`src/rtl/pipe_pkg.sv`:
```
// Shared stage constants: payload widths and control-bit positions.
// Every stage packs and unpacks its control word through these so the fields line up across stages.
package pipe_pkg;

  localparam int PIPE_DATA_W = 64;
  localparam int PIPE_CTRL_W = 16;

  localparam int CTRL_REGWR    = 0;
  localparam int CTRL_MEMWR    = 1;
  localparam int CTRL_MEMTOREG = 2;
  localparam int CTRL_JUMP     = 3;
  localparam int CTRL_COND_LSB = 4;
  localparam int CTRL_COND_W   = 3;
  localparam int CTRL_LDTY_LSB = 7;
  localparam int CTRL_LDTY_W   = 2;
  localparam int CTRL_LDBYTE   = 9;

  function automatic logic [PIPE_CTRL_W-1:0] pack_ctrl(
    input logic                   reg_wr,
    input logic                   mem_wr,
    input logic                   mem_to_reg,
    input logic                   jump,
    input logic [CTRL_COND_W-1:0] condition,
    input logic [CTRL_LDTY_W-1:0] load_type,
    input logic                   load_byte
  );
    logic [PIPE_CTRL_W-1:0] c;
    c = '0;
    c[CTRL_REGWR]    = reg_wr;
    c[CTRL_MEMWR]    = mem_wr;
    c[CTRL_MEMTOREG] = mem_to_reg;
    c[CTRL_JUMP]     = jump;
    c[CTRL_COND_LSB +: CTRL_COND_W] = condition;
    c[CTRL_LDTY_LSB +: CTRL_LDTY_W] = load_type;
    c[CTRL_LDBYTE]   = load_byte;
    return c;
  endfunction

endpackage

```
`src/rtl/pipe_slot.sv`:
```
// Purpose: one pipeline entry (valid + ctrl + data); ctrl is zeroed whenever the entry is invalidated.
// Latency: load/clear take effect at the falling clock edge.
// Backpressure: none; the parent decides when to load or clear.
module pipe_slot #(
  parameter int DATA_W = 64,
  parameter int CTRL_W = 16
) (
  input  logic              clk,
  input  logic              Reset,
  input  logic              clear,
  input  logic              load,
  input  logic [DATA_W-1:0] ld_data,
  input  logic [CTRL_W-1:0] ld_ctrl,
  output logic              vld,
  output logic [DATA_W-1:0] data,
  output logic [CTRL_W-1:0] ctrl
);

  // Clear keeps data so a bubble still shows the last payload downstream.
  always_ff @(negedge clk) begin
    if (Reset) begin
      vld  <= 1'b0;
      data <= '0;
      ctrl <= '0;
    end else if (clear) begin
      vld  <= 1'b0;
      ctrl <= '0;
    end else if (load) begin
      vld  <= 1'b1;
      data <= ld_data;
      ctrl <= ld_ctrl;
    end
  end

endmodule

```
`src/rtl/pipe_stage_buf.sv`:
```
// Purpose: inter-stage register with valid/ready, flush, bubbles and an optional 2-entry skid.
// Latency: an accepted entry appears on out_* at the next falling edge; strict FIFO order.
// Backpressure: SKID=1 in_ready = !skid valid (registered); SKID=0 in_ready = !out_valid | out_ready.
module pipe_stage_buf
  import pipe_pkg::*;
#(
  parameter int DATA_W = PIPE_DATA_W,
  parameter int CTRL_W = PIPE_CTRL_W,
  parameter int SKID   = 1
) (
  input  logic              clk,
  input  logic              Reset,
  input  logic              flush,
  input  logic              in_valid,
  output logic              in_ready,
  input  logic [DATA_W-1:0] in_data,
  input  logic [CTRL_W-1:0] in_ctrl,
  output logic              out_valid,
  input  logic              out_ready,
  output logic [DATA_W-1:0] out_data,
  output logic [CTRL_W-1:0] out_ctrl,
  output logic [1:0]        occ
);

  logic              main_vld, skid_vld;
  logic [DATA_W-1:0] main_dat, skid_dat, main_ld_dat;
  logic [CTRL_W-1:0] main_ctl, skid_ctl, main_ld_ctl;
  logic              main_ld, main_clr, skid_ld, skid_clr;
  logic              in_fire, main_free;

  assign main_free = ~main_vld | out_ready;
  assign in_fire   = in_valid & in_ready & ~flush;

  // Skid only fills while main is held, so a valid skid always implies a valid main.
  always_comb begin
    main_ld     = 1'b0;
    main_clr    = flush;
    skid_ld     = 1'b0;
    skid_clr    = flush;
    main_ld_dat = in_data;
    main_ld_ctl = in_ctrl;
    if (!flush) begin
      if (main_free) begin
        if (skid_vld) begin
          main_ld     = 1'b1;
          main_ld_dat = skid_dat;
          main_ld_ctl = skid_ctl;
          skid_clr    = 1'b1;
        end else if (in_fire) begin
          main_ld = 1'b1;
        end else begin
          main_clr = 1'b1;
        end
      end else if (in_fire) begin
        skid_ld = 1'b1;
      end
    end
  end

  pipe_slot #(.DATA_W(DATA_W), .CTRL_W(CTRL_W)) u_main (
    .clk     (clk),
    .Reset   (Reset),
    .clear   (main_clr),
    .load    (main_ld),
    .ld_data (main_ld_dat),
    .ld_ctrl (main_ld_ctl),
    .vld     (main_vld),
    .data    (main_dat),
    .ctrl    (main_ctl)
  );

  generate
    if (SKID != 0) begin : g_skid
      pipe_slot #(.DATA_W(DATA_W), .CTRL_W(CTRL_W)) u_skid (
        .clk     (clk),
        .Reset   (Reset),
        .clear   (skid_clr),
        .load    (skid_ld),
        .ld_data (in_data),
        .ld_ctrl (in_ctrl),
        .vld     (skid_vld),
        .data    (skid_dat),
        .ctrl    (skid_ctl)
      );
      assign in_ready = ~skid_vld;
    end else begin : g_noskid
      assign skid_vld = 1'b0;
      assign skid_dat = '0;
      assign skid_ctl = '0;
      assign in_ready = main_free;
    end
  endgenerate

  assign out_valid = main_vld;
  assign out_data  = main_dat;
  assign out_ctrl  = main_ctl;
  assign occ       = {1'b0, main_vld} + {1'b0, skid_vld};

endmodule

```
`config.mk`:
```
export PLATFORM = sky130hd
export DESIGN_NAME = pipe_stage_buf
export DESIGN_NICKNAME = d
export VERILOG_FILES = /design/src/rtl/pipe_pkg.sv /design/src/rtl/pipe_slot.sv /design/src/rtl/pipe_stage_buf.sv
export SDC_FILE = /design/constraint.sdc
export NUM_CORES = 1
export LEC_CHECK = 0
export ABC_AREA = 1
export CAP_MARGIN = 10
export CORE_ASPECT_RATIO = 1.1
export CORE_MARGIN = 2
export CORE_UTILIZATION = 57
export CTS_CLUSTER_DIAMETER = 60
export DETAILED_ROUTE_END_ITERATION = 8
export DONT_BUFFER_PORTS = 1
export PLACE_DENSITY_LB_ADDON = 0.08
export SLEW_MARGIN = 10
export SYNTH_ARGS = -nofsm -noshare
export SYNTH_HDL_FRONTEND = slang
export SYNTH_SLANG_ARGS = --single-unit
```
`constraint.sdc`:
```
create_clock -name clk -period 1.17 [get_ports clk]
set_input_delay 0.234 -clock clk [delete_from_list [all_inputs] [get_ports clk]]
set_output_delay 0.234 -clock clk [all_outputs]
set_load 0.05 [all_outputs]
```
==> results of run 1 <==
## synth_stat cells
cell type	n	area, um^2
a21boi_0	1	7.51
a21boi_1	1	7.51
buf_1	4	15.0
buf_2	29	145
clkbuf_1	40	150
clkinv_1	1	3.75
dfxtp_1	162	3240
ha_1	1	12.5
inv_1	82	308
inv_2	5	18.8
nand2_1	244	916
nand2_2	1	6.26
nand3_1	1	5.00
nand3_2	1	10.0
nor2_1	402	1510
nor2_2	1	6.26
o21ai_0	79	395
o21ai_1	1	5.00
o21ai_2	1	8.76
o21bai_1	80	601
## through the flow
stage	hold slack [ps]	area (um^2)	util (%)	setup TNS, ps	std cells
after global placement	450	8600	68.1	-89560	1283
after CTS	468	10700	84.9	-117710	1508
after detailed placement	462	8600	68.1	-91630	1283
after floorplan	439	7950	-	-72400	1137
## logic make-up after synthesis
logic type | Yosys count | synth area share, %
buffers and inverters | 161 | 8.69
AND/OR/NAND/NOR | 650 | 33.3
adder cells (fa/ha/maj) | 1 | 0.170
flip-flops | 162 | 44.0
AO/OA/AOI/OAI | 163 | 13.9
## repair_timing
| item | 4_1_cts |
|---|---|
| cloned | 20 |
| setup buffers | 17 |
| endpoints found under the setup margin | 246 |
| pin swaps | 9 |
| resized for setup | 62 |
==> qor.csv, run 1 <==
stage;metric;value;unit
outcome;flow.stopped_at;global routing (5_1_grt);
synthesis;ys_seq_elements;162;
outcome;error;[ERROR DPL-0038] Utilization greater than 100%, impossible to legalize;
synthesis;ys_types;20;
outcome;status;stopped before the end;
synthesis;syn_inst;1137;
place;numPortBuffers;0;
cts;clockBufferDepth;2;
cts;cts_max_level;4;
die;rows;43;
die;die_h;123;um
sta;crit_endpoint;occ[0];
synthesis;yosysSeqAreaShare;44.0;%
sta;worst-ep-kind;output port;
cts;clock-sinks;162;
place;pre_cts_slack;-605;ps
die;fp.dieW;112;um
synthesis;syn_avg_cell_area;6.48;um^2
place;place.gp.congestion;0.778;
cts;numCtsBuffers;17;
grt;grt_max_degree;55;
cts;ctsRootBufferMaster;clkbuf_16;
place;detailed_place_hpwl;11600;um
synthesis;yosys_warnings;0;
cts;ctsHoldBuffers;0;
die;start_util;58.3;%
die;ios;169;
synthesis;syn_nets;1223;
synthesis;mappedNetlistArea;7370;um^2
==> inputs of run 2 (changes only) <==
--- a/config.mk
+++ b/config.mk
@@ -7,13 +7,11 @@
 export LEC_CHECK = 0
 export ABC_AREA = 1
 export CAP_MARGIN = 10
-export CORE_ASPECT_RATIO = 1.1
 export CORE_MARGIN = 2
-export CORE_UTILIZATION = 57
-export CTS_CLUSTER_DIAMETER = 60
+export CORE_UTILIZATION = 40
 export DETAILED_ROUTE_END_ITERATION = 8
 export DONT_BUFFER_PORTS = 1
-export PLACE_DENSITY_LB_ADDON = 0.08
+export PLACE_DENSITY_LB_ADDON = 0.15
 export SLEW_MARGIN = 10
 export SYNTH_ARGS = -nofsm -noshare
 export SYNTH_HDL_FRONTEND = slang
==> constraint.sdc (replaced) <==
create_clock -name clk -period 1.52 [get_ports clk]
set_input_delay 0.304 -clock clk [delete_from_list [all_inputs] [get_ports clk]]
set_output_delay 0.304 -clock clk [all_outputs]
set_load 0.05 [all_outputs]
==> run 2 against run 1 <==
Net effect:
- the flow now finishes, with violations (setup timing)
- synthesized cell count stayed put
- synthesized area stayed put
==> qor.csv, run 2 <==
stage;metric;value;unit;change
cells_and_area;layout_common_cells;400 x nor2_1, 244 x inv_1, 242 x nand2_1, 80 x o21bai_1, 80 x dfxtp_1;;
cts;ctsRootBufferMaster;clkbuf_16;;
grt;grt_pass1_vias;8012;;
outcome;violations;setup timing;;
sta;rsz0062_at_grt;true;;
worst_setup_path;cp.arrival;1920;ps;
die;ios;169;;unchanged
worst_setup_path;crit_chain;ha_4;;
cells_and_area;fin_nets;1453;;
synthesis;syn_avg_cell_area;6.48;um^2;unchanged
die;start_util;40.9;%;-17 points
place;place.gp.congestion;0.805;;+3.5%
synthesis;yosys.area.top_type;dfxtp_1;;
place;numPortBuffers;0;;unchanged
sta;slew_headroom;78.3;%;
synthesis;synth_area_leaders;dfxtp_1 44%, nor2_1 20%, nand2_1 12%;;
cells_and_area;layout.cells.non_filler;1607;;
synthesis;synth_most_common_cell;nor2_1;;
cts;numCtsBuffers;17;;unchanged
cts;cts_max_level;4;;unchanged
cells_and_area;layout-drive-gt1-share;21.9;%;
drt;drt_wl_total;24300;um;
worst_setup_path;start_kind;register;;
synthesis;synth_top_area_share;44.0;%;unchanged
outcome;status;finished, violations left;;
worst_setup_path;critical_path.top_delay_family;adder cells;;
cts;clk_latency;460;ps;
die;rows;49;;+14%
synthesis;async_flop_share;0;%;unchanged
die;die_h;140;um;+13%
worst_setup_path;r2r_setup_slack;-250;ps;
synthesis;synthTopCellsByCount;402 x nor2_1, 244 x nand2_1, 162 x dfxtp_1;;
cells_and_area;stdcell_area;11500;um^2;
power;power_leakage;5.28;nW;
cells_and_area;multiInputGateArea;3810;um^2;
synthesis;synth-edff-count;0;;unchanged
sta;setup_violations;241;;
worst_setup_path;critPathSlowestCell;ha_4;;
place;placed_cell_area;8780;um^2;+2.0%
drt;routed_via_density;4.80;;
worst_setup_path;end_kind;primary output;;
synthesis;syn_inst;1137;;unchanged
cells_and_area;area_growth;55.5;%;
drt;wl_per_cell;15.1;um;
place;dp.cells;1358;;+5.8%
synthesis;yosysSeqAreaShare;44.0;%;unchanged
die;die_area;19500;um^2;
synthesis;syn_nets;1223;;unchanged
cells_and_area;final_common_cell;nor2_1;;
job;maxCapViolCount;0;;
min_path;min_path_type;reg2reg;;
grt;grt_pass1_wl;39900;um;
sta;tightest_slew;325;ps;
synthesis;ys_seq_elements;162;;unchanged
worst_setup_path;critical_path_class;reg2out;;
cells_and_area;diodes;0;;
worst_setup_path;crit_fanout;2;;
synthesis;ys_types;20;;unchanged
power;totalPowerFinal;11.9;mW;
synthesis;yosys_warnings;0;;unchanged
synthesis;mappedNetlistArea;7370;um^2;unchanged
cts;clock-sinks;162;;unchanged
worst_setup_path;critPathRequiredTime;1220;ps;
cells_and_area;top_regs;g_skid.u_skid.data (64), u_main.data (64);;
sta;finalClockSkew;15.7;ps;
die;core_area;18000;um^2;
drt;dr_total_vias;7715;;
cts;clk_pin_slew;30;ps;
worst_setup_path;cp_slowest_stage_delay;360;ps;
drt;drc;0;;
grt;grt.overflow.total;0;;
grt;antenna_found_initial;0;;
sta;drv_slew;0;;
drt;drtIter0Drc;335;;
grt;grt_use_total;25.5;%;
drt;ant_nets;0;;
cts;cts_tree;done;;
die;fp.dieW;140;um;+24%
power;p_per_area;1040;nW/um^2;
sta;tns;-53270;ps;
sta;finalWorstSetupSlack;-704;ps;
grt;grt_max_degree;38;;
power;ir_drop;0.000817;V;
cts;clockBufferDepth;2;;unchanged
place;detailed_place_hpwl;13000;um;+11%
cells_and_area;regArea;3500;um^2;
sta;final_hold_viol_count;0;;
synthesis;ys.flop_type;dfxtp_1;;
worst_setup_path;timing.critical_path.buf_inv;0;;
cells_and_area;nFillCells;1578;;
drt;first_pass_iters;4;;
[run 2: cell counts after synthesis]
No cell type changed its count.
[run 2: area by class of cell]
type	count	area share (%)
Sequential cell	162	30.5
Timing Repair Buffer	121	20.1
Tap cell	229	2.50
Clock inverter	175	6.45
Multi-Input combinational cell	815	33.2
Timing Repair inverter	1	0.142
Inverter	87	3.34
Clock buffer	17	3.71
[run 2: path summary, 6_finish.rpt]
| kind | startpoint | depth (start not counted) | end |
|---|---|---|---|
| min | g_skid.u_skid.ctrl[13]$_SDFFE_NP0P_ | 2 | g_skid.u_skid.ctrl[13]$_SDFFE_NP0P_ |
| min reg2reg | g_skid.u_skid.ctrl[13]$_SDFFE_NP0P_ | 2 | g_skid.u_skid.ctrl[13]$_SDFFE_NP0P_ |
| max reg2reg | g_skid.u_skid.vld$_SDFFE_NP0P_ | 10 | g_skid.u_skid.data[54]$_SDFFE_NP0P_ |
| max | u_main.vld$_SDFFE_NP0P_ | 1 | occ[0] |
[run 2: logic make-up (layout without fill, tap and decap cells)]
kind of cell    count (synthesis)  in the layout  share of synthesized area [%]
simple gates                  650            651                           33.3
compound gates                163            163                           13.9
flops                         162            162                           44.0
buf+inv                       161            401                           8.69
fa+ha+maj                       1              1                          0.170
[run 2: per-layer routing]
layer	share of wire [%]	wire length (um)	up-vias	global-route usage, %
met5	0	0	-	0
met4	2.1	519	0	11.8
met3	7.3	1770	44	11.7
met2	49	12000	227	42.1
met1	41	10000	3505	28.0
li1	-	-	3939	-
[run 2: power by group]
part           total (mW)  internal, mW  switching (mW)  leakage, nW
clock                5.88          2.97            2.92         1.14
combinational        1.26         0.619           0.637         2.77
sequential           4.81          4.40           0.407         1.37
[run 2: through the flow]
stage | utilization, % | hold slack [ps] | setup slack, ps
floorplan | - | 439 | -322
global route | 63.6 | 492 | -737
detailed placement | 48.7 | 464 | -487
global placement | 48.7 | 453 | -490
CTS | 63.1 | 461 | -717
finish | 63.6 | 458 | -704
[run 2: repair_timing]
item | 4_1_cts | 5_1_grt
cloned | 29 | 0
endpoints found under the hold margin | 0 | 0
setup buffers | 30 | 5
setup endpoints to repair | 188 | 245
hold buffers | 0 | 0
pin swaps | 18 | 5
resized for setup | 137 | 27
Note: power is estimated with default switching activity, not from simulation.
